**config.mk**
```make
export PLATFORM = sky130hd
export DESIGN_NAME = output_buffer
export DESIGN_NICKNAME = d
export VERILOG_FILES = /design/src/rtl/output_buffer.sv
export SDC_FILE = /design/constraint.sdc
export NUM_CORES = 1
export LEC_CHECK = 0
export BUFFER_PORTS_ARGS = -buffer_cell sky130_fd_sc_hd__buf_2
export CORE_MARGIN = 1
export CORE_UTILIZATION = 40
export CTS_CLUSTER_DIAMETER = 100
export DETAILED_ROUTE_END_ITERATION = 7
export GPL_TIMING_DRIVEN = 0
export MAX_ROUTING_LAYER = met4
export PLACE_DENSITY_LB_ADDON = 0.15
export SETUP_SLACK_MARGIN = 0.4
export SLEW_MARGIN = 10
export SYNTH_ARGS = -nofsm -noshare
export SYNTH_HDL_FRONTEND = slang
export SYNTH_SLANG_ARGS = --single-unit
```
**constraint.sdc**
```tcl
create_clock -name i_clk -period 2.1 [get_ports i_clk]
set_clock_uncertainty 0.1 [all_clocks]
set_input_delay 0.21 -clock i_clk [delete_from_list [all_inputs] [get_ports i_clk]]
set_output_delay 0.21 -clock i_clk [all_outputs]
set_load 0.03 [all_outputs]
```
**src/rtl/output_buffer.sv**
```systemverilog
// Memory-mapped output buffer: LEDs, seven-segment digits and an LCD port whose
// writes are followed by a timed EN pulse.
//
// state | meaning
// IDLE  | no LCD transfer in flight; LCD writes accepted
// SETUP | LCD data latched, one cycle of bus settling before EN rises
// PULSE | EN high, cnt counts down the high phase
// HOLD  | EN low, cnt counts down the hold time before the next transfer
module output_buffer #(
  parameter int LCD_PULSE_CYC = 24
) (
  input  logic        i_clk,
  input  logic        i_rst_n,
  input  logic        i_buf_en,
  input  logic [31:0] i_lsu_addr,
  input  logic [31:0] i_st_data,
  input  logic [3:0]  i_bmask,
  output logic [31:0] o_ld_data,
  output logic [31:0] o_io_ledr,
  output logic [31:0] o_io_ledg,
  output logic [6:0]  o_io_hex0,
  output logic [6:0]  o_io_hex1,
  output logic [6:0]  o_io_hex2,
  output logic [6:0]  o_io_hex3,
  output logic [6:0]  o_io_hex4,
  output logic [6:0]  o_io_hex5,
  output logic [6:0]  o_io_hex6,
  output logic [6:0]  o_io_hex7,
  output logic [31:0] o_io_lcd
);

  typedef enum logic [1:0] {S_IDLE, S_SETUP, S_PULSE, S_HOLD} lcd_state_e;

  localparam logic [7:0] CNT_LOAD = 8'(LCD_PULSE_CYC - 1);

  logic [11:0] off;
  logic        busy;
  logic        lcd_start;
  lcd_state_e  state_q;
  logic [7:0]  cnt_q;
  logic        en_q;

  logic [16:0] ledr_q, ledr_d;
  logic [7:0]  ledg_q, ledg_d;
  logic [6:0]  hex_q [8];
  logic [6:0]  hex_d [8];
  logic [10:0] lcd_q, lcd_d;

  logic unused_bits;
  assign unused_bits = ^{i_lsu_addr[31:12], i_st_data[31], i_st_data[23],
                         i_st_data[15], i_st_data[7]};

  assign off       = i_lsu_addr[11:0];
  assign busy      = (state_q != S_IDLE);
  assign lcd_start = i_buf_en && (off == 12'h030) && (i_bmask[0] || i_bmask[1]) && !busy;

  always_comb begin
    ledr_d = ledr_q;
    ledg_d = ledg_q;
    lcd_d  = lcd_q;
    for (int k = 0; k < 8; k++) hex_d[k] = hex_q[k];
    if (i_buf_en) begin
      case (off)
        12'h000: begin
          if (i_bmask[0]) ledr_d[7:0]  = i_st_data[7:0];
          if (i_bmask[1]) ledr_d[15:8] = i_st_data[15:8];
          if (i_bmask[2]) ledr_d[16]   = i_st_data[16];
        end
        12'h010: if (i_bmask[0]) ledg_d = i_st_data[7:0];
        12'h020: for (int k = 0; k < 4; k++)
                   if (i_bmask[k]) hex_d[k] = i_st_data[8*k +: 7];
        12'h024: for (int k = 0; k < 4; k++)
                   if (i_bmask[k]) hex_d[k+4] = i_st_data[8*k +: 7];
        12'h030: if (lcd_start) begin
          if (i_bmask[0]) lcd_d[7:0]  = i_st_data[7:0];
          if (i_bmask[1]) lcd_d[10:8] = i_st_data[10:8];
        end
        default: ;
      endcase
    end
  end

  always_ff @(posedge i_clk or negedge i_rst_n) begin
    if (!i_rst_n) begin
      ledr_q <= '0;
      ledg_q <= '0;
      lcd_q  <= '0;
      for (int k = 0; k < 8; k++) hex_q[k] <= '0;
    end else begin
      ledr_q <= ledr_d;
      ledg_q <= ledg_d;
      lcd_q  <= lcd_d;
      for (int k = 0; k < 8; k++) hex_q[k] <= hex_d[k];
    end
  end

  // Both phases count LCD_PULSE_CYC cycles: load N-1, leave on the cycle cnt reads 0.
  always_ff @(posedge i_clk or negedge i_rst_n) begin
    if (!i_rst_n) begin
      state_q <= S_IDLE;
      cnt_q   <= '0;
      en_q    <= 1'b0;
    end else begin
      case (state_q)
        S_IDLE: if (lcd_start) state_q <= S_SETUP;
        S_SETUP: begin
          cnt_q   <= CNT_LOAD;
          en_q    <= 1'b1;
          state_q <= S_PULSE;
        end
        S_PULSE: begin
          if (cnt_q == 8'd0) begin
            cnt_q   <= CNT_LOAD;
            en_q    <= 1'b0;
            state_q <= S_HOLD;
          end else begin
            cnt_q <= cnt_q - 8'd1;
          end
        end
        S_HOLD: begin
          if (cnt_q == 8'd0) state_q <= S_IDLE;
          else               cnt_q   <= cnt_q - 8'd1;
        end
        default: begin
          state_q <= S_IDLE;
          en_q    <= 1'b0;
        end
      endcase
    end
  end

  always_comb begin
    case (off)
      12'h000: o_ld_data = {15'b0, ledr_q};
      12'h010: o_ld_data = {24'b0, ledg_q};
      12'h020: o_ld_data = {1'b0, hex_q[3], 1'b0, hex_q[2], 1'b0, hex_q[1], 1'b0, hex_q[0]};
      12'h024: o_ld_data = {1'b0, hex_q[7], 1'b0, hex_q[6], 1'b0, hex_q[5], 1'b0, hex_q[4]};
      12'h030: o_ld_data = {busy, 20'b0, lcd_q};
      default: o_ld_data = 32'h0;
    endcase
  end

  assign o_io_ledr = {15'b0, ledr_q};
  assign o_io_ledg = {24'b0, ledg_q};
  assign o_io_lcd  = {en_q, 20'b0, lcd_q};
  assign o_io_hex0 = hex_q[0];
  assign o_io_hex1 = hex_q[1];
  assign o_io_hex2 = hex_q[2];
  assign o_io_hex3 = hex_q[3];
  assign o_io_hex4 = hex_q[4];
  assign o_io_hex5 = hex_q[5];
  assign o_io_hex6 = hex_q[6];
  assign o_io_hex7 = hex_q[7];

endmodule

```
# Word level (Yosys, flattened, before mapping)
# Index checks and enable logic that the tools add are counted.
# word_totals
ff_bits	103
input_bits	71
out_inout_bits	184
elab_cells	67
# classes
n_addsub	1
n_eq_ne	11
muxes	10
n_reduce_logical	28
# ops
cell	count
$pmux 32 s5	1
$reduce_and 3->1	13
$eq 12x6->1 const B	3
$pmux 8 s3	1
$mux 8	2
$eq 12x5->1 const B	1
$logic_not 12->1	1
$logic_not 8->1	1
$ne 2x2->1 const B	4
$pmux 2 s4	1
$reduce_and 4->1	2
$sub 8x1->8 const B	1
$mux 2	3
$eq 2x2->1 const B	2
$reduce_and 2->1	2
$reduce_bool 2->1	2
$logic_and 1x1->1	3
$reduce_bool 3->1	1
$eq 2x1->1 const B	1
$logic_not 2->1	1
$pmux 1 s2	1
$logic_not 1->1	1
$logic_or 1x1->1	1
$mux 1	1

# Logic depth before layout (Yosys ltp)
# Gate-level depths: netlist (run 1).
# depth
ltp_word	6
depth_mapped	7
ltp_nobuf	6

# Worst setup path before layout (run 1)
# Ideal clock, no wire load.
# synth_timing
path_kind	in2out
start	input port i_lsu_addr[7]
end	output port o_ld_data[7]
arrival_ns	2.111
required_time_ns	1.790
setup_slack_ns	-0.321
stages	4
path_buffers	0
path_cell_list	or4_1 nor3_4 nand3b_1 o21ai_0
# synth_between
elab_chain_len	2
elab_cells_between_ends	6
classes_between	eq/ne (4); mux (1); reduce/logical (1)
# synth_lines
element	line	rtl
start, declared	15	input logic [31:0] i_lsu_addr,
$eq 12x6->1 (tied with other cells)	133	case (off)
$pmux 32 s5 *	133	
end, declared	18	output logic [31:0] o_ld_data,
# Mark *: on every way between the ends. The rest lies on a longest branch, timed or not.

# Worst setup path in the final report (run 1)
# layout_timing
start	input port i_lsu_addr[6]
end	output port o_ld_data[3]
# The elaborated chain is that of the path after synthesis.

==> results of run 1 <==
-- sequential cells by signal, indices dropped and copies added (netlist names) --
name	cells
cnt_q	8
en_q	1
lcd_q	11
ledg_q	8
ledr_q	17
o_io_hex0	7
o_io_hex1	7
o_io_hex2	7
o_io_hex3	7
o_io_hex4	7
o_io_hex5	7
o_io_hex6	7
o_io_hex7	7
state_q	2
-- what timing repair did --
item,4_1_cts,5_1_grt
cloned,3,0
hold buffers,9,1
resized for setup,143,55
setup buffers,37,19
endpoints found under the setup margin,132,121
pin swaps,28,25
hold endpoints to repair,64,1
-- layout make-up --
type	instances	area [µm²]	area share (%)
diodes	1	2.502	0.02813
inverters	6	22.52	0.2532
clock buffers	10	239.0	2.686
repair buffers	240	1800	20.24
clock inverters	6	45.04	0.5063
flip-flops and latches	103	2579	28.99
well taps	176	220.2	2.475
plain buffers	76	653.1	7.342
multi-input cells	330	3334	37.48
-- how the worst max path moves through the flow --
stage,depth (start not counted),slack (ns),to
floorplan,4,-0.02,o_ld_data[1]
global route,9,0.06,o_ld_data[11]
CTS,8,0.14,o_ld_data[3]
finish,7,0.14,o_ld_data[3]
detailed placement,6,-0.42,o_ld_data[10]
global placement,6,-0.41,o_ld_data[10]
-- synthesized netlist by cell type (all sizes together), types with 2 or more instances --
library cell / count
or4: 2
nor2b: 2
and4: 3
mux2i: 33
a31oi: 3
nor3b: 2
nand2: 19
inv: 6
mux2: 96
ha: 5
clkbuf: 10
o221ai: 4
a22oi: 2
nand3b: 3
buf: 66
dfrtp: 103
o211ai: 2
nor4: 7
nand4: 9
a221o: 4
nor2: 29
nand3: 3
nor3: 5
o21ai: 11
and2: 4
or2: 2
a21oi: 7
-- layout by cell type, fill, tap and decap left out, types with 7 or more instances in the layout --
| cell type | instances |
|---|---|
| buf_2 | 131 |
| buf_4 | 101 |
| buf_6 | 56 |
| clkbuf_16 | 15 |
| conb_1 | 60 |
| dfrtp_1 | 102 |
| dlygate4sd3_1 | 10 |
| mux2_2 | 64 |
| mux2_4 | 32 |
| mux2i_1 | 29 |
| nand2_1 | 7 |
| nand2_4 | 10 |
| nor2_1 | 10 |
| nor2_4 | 16 |
| o21ai_4 | 8 |
-- routing by layer --
metal / wire [µm] / vias up / part of all wire, % / GRT usage, %
met4: 385 / 0 / 2.4 / 9.652
li1: - / 2151 / - / -
met1: 6528 / 2232 / 40 / 26.92
met2: 8173 / 185 / 50 / 39.36
met5: 0 / - / 0 / -
met3: 1111 / 23 / 6.9 / 5.454
-- metrics by stage --
step | hold slack (ns) | TNS, ns | cells | worst slack (ns) | cell area (µm²)
4_1_cts | 0.0007285 | 0 | 927 | 0.1384 | 8509
3_5_place_dp | 0.08989 | -29.07 | 862 | -0.4244 | 7208
6_report | 0.009967 | 0 | 948 | 0.1415 | 8896
5_1_grt | 0.000004635 | 0 | 948 | 0.05823 | 8896
2_1_floorplan | -0.1856 | -0.1011 | 515 | -0.02398 | 6103
3_3_place_gp | 0.3514 | -66.19 | 861 | -0.4073 | 7174
-- cells by family (layout without fill, tap and decap cells) --
family,count (synthesis),after routing,synth area share (%)
compound gates,43,43,5.445
buf+inv,82,338,9.901
flops,103,103,47.32
mux,129,129,25.91
simple gates,93,93,10.20
other cells,1,61,0.06885
fa+ha+maj,5,5,1.149
-- power by group through the flow --
stage	registers, µW	logic, µW	clock network, µW
2_1_floorplan	2120	691	0
3_3_place_gp	2120	907	0
3_5_place_dp	2130	937	0
4_1_cts	2090	1060	1660
5_1_grt	2090	1500	1750
6_report	2080	1390	1610
-- critical path: cells and delay by family --
family / cells / cell delay [ns]
compound gates: 1 / 0.16
buf+inv: 3 / 0.41
simple gates: 3 / 0.85
==> impl_metrics.py, run 1 <==
metrics = {
    "status": {
        "outcome": "finished clean",
    },
    "yosys": {
        "synth_top_area_share_pct": 47.32,
        "netlist_instances": 456,
        "synth_cell_types": 47,
        "yosys_warnings": 0,
        "synth.largest_area_cell": "dfrtp_1",
        "ys_async_sr_fraction_pct": 100.0,
        "ys_seq_area_share_pct": 47.32,
        "avgSynthCellArea_um2": 11.94,
        "syn-cell-area_um2": 5446,
        "synth_area_leaders": "dfrtp_1 (47%), mux2_2 (20%), buf_4 (8.4%)",
        "ys_ff_latch": 103,
        "synth_flop_cell": "dfrtp_1",
        "synth-edff-count": 0,
    },
    "hold_path": {
        "hold_class": "input port to flop",
        "hold_path_depth": 2,
        "hp-start": "i_st_data[20]",
        "min_to": "o_io_hex6[4]",
    },
    "clocking": {
        "cts.sinks": 103,
        "cts-root-buf": "clkbuf_16",
        "cts_inserted_buffers": 9,
        "htree_num_levels": 3,
        "clk_pin_slew_ns": 0.07,
        "clk_latency_ns": 0.35,
        "cts_tree": "yes",
        "cts_buffer_depth": 2,
    },
    "global_routing": {
        "gr-total-overflow": 0,
        "antenna_found_initial": 1,
        "track_usage_pct": 23.45,
        "first_global_vias": 4555,
        "grt_max_degree": 54,
        "grt_pass1_wl_um": 24540,
    },
    "floorplanning": {
        "die_y_um": 118.7,
        "num_rows": 42,
        "die_x_um": 118.7,
        "start_util_pct": 41.13,
        "core_um2": 13240,
        "die-area_um2": 14090,
        "io_pins": 255,
    },
    "cells_and_area": {
        "final_util_pct": 67.18,
        "fillers": 1021,
        "fin_nets": 842,
        "drive_gt1_share_pct": 66.93,
        "area_delta_synth_final_pct": 63.34,
    },
    "worst_setup_path": {
        "required_ns": 1.79,
        "critPathArrivalTime_ns": 1.65,
        "r2r-end": "cnt_q[0]",
        "crit_fanout": 5,
        "rr_startpoint": "cnt_q[0]",
        "r2r_cells": 7,
        "cp_common_cell": "buf_6",
        "setup.worst_path.class": "input port to primary output",
        "worstSetupStartpoint": "i_lsu_addr[6]",
        "crit_path_start_kind": "input port",
        "cpPeakStageDelay_ns": 0.56,
        "crit_chain": "buf_6 > or4_4 > nor3_4 > nand3b_1 > buf_6 > o221ai_2 > buf_6",
        "endpoint_kind": "primary output",
        "crit_path_top_delay_cell": "or4_4",
        "rrSetupSlack_ns": 0.37,
    },
    "sta": {
        "hold_viol": 0,
        "rsz0062_at_grt": "yes",
        "finalCritPeriodShare_pct": 93.26,
        "fin_crit_ns": 1.959,
        "setup_violations": 0,
        "slew_viol_final": 0,
        "fmax_mhz": 510.6,
    },
    "placed_design": {
        "portBuffers": 170,
        "routabilityCongestion": 0.8097,
        "hpwl_um": 10850,
    },
    "drt": {
        "post_drt_via_cell_ratio": 4.843,
        "wl_um": 16200,
        "vias": 4591,
        "drc": 0,
        "ant_nets": 0,
        "wl_per_cell_um": 17.09,
        "drt_iter0_markers": 179,
        "firstDrtPassIters": 4,
    },
    "pwr": {
        "p_sw_share_pct": 31.90,
        "vdd_drop_max_v": 0.0003508,
        "power.share.combinational_pct": 27.3,
        "switchingPower_uw": 1621,
        "power.leakage_uw": 0.004770,
        "pwr-share-clk_pct": 31.7,
        "p_seq_share_pct": 41.0,
        "power.total_uw": 5080,
        "power_density_nw_per_um2": 571.1,
        "power.internal_uw": 3460,
    },
    "flow_run": {
        "cap_violations": 0,
    },
}
No activity file was read; power rests on OpenSTA's default activity.
==> run 2, diff against run 1 <==
--- a/config.mk
+++ b/config.mk
@@ -8,6 +8,7 @@
 export BUFFER_PORTS_ARGS = -buffer_cell sky130_fd_sc_hd__buf_2
 export CORE_MARGIN = 1
 export CORE_UTILIZATION = 40
+export CTS_BUF_LIST = sky130_fd_sc_hd__clkbuf_16
 export CTS_CLUSTER_DIAMETER = 100
 export DETAILED_ROUTE_END_ITERATION = 7
 export GPL_TIMING_DRIVEN = 0
==> impl_metrics.py, run 2 (synthesis gave the netlist of run 1 again) <==
metrics = {
    "floorplanning": {
        "die-area_um2": 14090,
        "die_y_um": 118.7,
        "die_x_um": 118.7,
        "num_rows": 42,
        "core_um2": 13240,
        "start_util_pct": 41.13,
        "io_pins": 255,
    },
    "cells_and_area": {
        "layout_commonest_cell": "buf_2",
        "design_area_um2": 8886,
        "top_regs": "ledr_q (17), lcd_q (11)",
        "largest_reg_flops": 17,
        "area_delta_synth_final_pct": 63.15,
        "mostFrequentLayoutCells": "buf_2 (131), dfrtp_1 (102), buf_4 (101), mux2_2 (64), conb_1 (60)",
        "fin_nets": 842,
        "top_register": "ledr_q",
        "final_util_pct": 67.10,
        "drive_gt1_share_pct": 66.80,
    },
    "pwr": {
        "power.total_uw": 5039,
        "power.leakage_uw": 0.004765,
        "power_density_nw_per_um2": 567.1,
        "vdd_drop_max_v": 0.0003507,
    },
    "worst_setup_path": {
        "crit_fanout": 5,
        "setup.worst_path.class": "input port to primary output",
        "rr_startpoint": "cnt_q[0]",
        "worstSetupStartpoint": "i_lsu_addr[6]",
        "endpoint_kind": "primary output",
        "required_ns": 1.79,
        "critPathArrivalTime_ns": 1.65,
        "crit_path_start_kind": "input port",
    },
    "sta": {
        "hold_viol": 0,
        "tns_ns": 0,
        "fin_crit_ns": 1.959,
        "rsz0062_at_grt": "yes",
        "setup_violations": 0,
        "fmax_mhz": 510.6,
        "worst_slack_ns": 0.1415,
        "slew_viol_final": 0,
        "finalCritPeriodShare_pct": 93.26,
    },
    "clocking": {
        "cts_buffer_depth": 2,
        "clk_pin_slew_ns": 0.07,
        "clk_latency_ns": 0.35,
        "htree_num_levels": 3,
        "cts_inserted_buffers": 9,
        "cts_tree": "yes",
        "cts-root-buf": "clkbuf_16",
        "cts.sinks": 103,
    },
    "hold_path": {
        "hold_class": "input port to flop",
        "hp-start": "i_st_data[20]",
    },
    "placed_design": {
        "routabilityCongestion": 0.8097,
        "pre_cts_slack_ns": -0.4244,
        "placed_cell_area_um2": 7208,
        "portBuffers": 170,
        "hpwl_um": 10850,
    },
    "global_routing": {
        "gr-total-overflow": 0,
        "grt_pass1_wl_um": 24500,
        "antenna_found_initial": 1,
        "first_global_vias": 4549,
        "grt_max_degree": 54,
        "track_usage_pct": 23.40,
    },
    "drt": {
        "drc": 0,
        "post_drt_via_cell_ratio": 4.851,
        "ant_nets": 0,
        "drt_iter0_markers": 165,
        "wl_per_cell_um": 17.02,
        "vias": 4599,
        "firstDrtPassIters": 4,
        "wl_um": 16140,
    },
    "flow_run": {
        "cap_violations": 0,
    },
    "status": {
        "outcome": "finished clean",
    },
}
[run 2: cell count changes in the layout (fill, tap and decap cells not counted), sizes merged]
cell | previous run | this run
clkinv | 3 | 4
clkbuf | 21 | 20
[run 2: worst paths after layout]
kind                            slack [ns]            to  cells after the start
min in group asynchronous             0.27  o_io_hex6[2]                      2
max in group asynchronous             1.01      cnt_q[3]                      3
worst min-delay path                  0.01  o_io_hex6[4]                      2
worst max-delay path                  0.14  o_ld_data[3]                      7
worst max register to register        0.37      cnt_q[0]                      7
worst min register to register        0.43  o_io_hex7[5]                      1
[run 2: metal layers]
| metal | global-route usage, % | part of all wire [%] |
|---|---|---|
| met5 | - | 0 |
| met4 | 9.652 | 2.4 |
| met3 | 5.454 | 7.0 |
| met2 | 39.29 | 50 |
| met1 | 26.86 | 40 |
[run 2: critical path, stage by stage]
cell,delay (ns)
buf_6,0.09
or4_4,0.56
nor3_4,0.18
nand3b_1,0.11
buf_6,0.16
o221ai_2,0.16
buf_6,0.16
[run 2: area by class of cell]
type	count	area [µm²]
multi-input cells	330	3334
plain buffers	76	653.1
flip-flops and latches	103	2579
clock inverters	7	48.80
diodes	1	2.502
clock buffers	9	225.2
repair buffers	240	1800
fillers	1027	4357
inverters	6	22.52
well taps	176	220.2
[run 2: report_power, final]
group          leakage [µW]  internal, µW  switching, µW
Combinational       0.00322           582            804
Clock              0.000131           806            765
Sequential          0.00141          2040           47.6
[run 2: per-stage QoR]
stage	cells	hold slack, ns
after detailed placement	862	0.08989
after global placement	861	0.3514
after floorplan	515	-0.1856
after CTS	927	0.0007285
after global routing	948	0.000004635
final	948	0.01175
[run 2: timing repair]
item	in CTS	in global routing
hold endpoints to repair	64	1
hold buffers	9	1
setup endpoints to repair	132	121
gates resized for setup	143	55
setup buffers	37	19
cloned	3	0
pin swaps	28	25
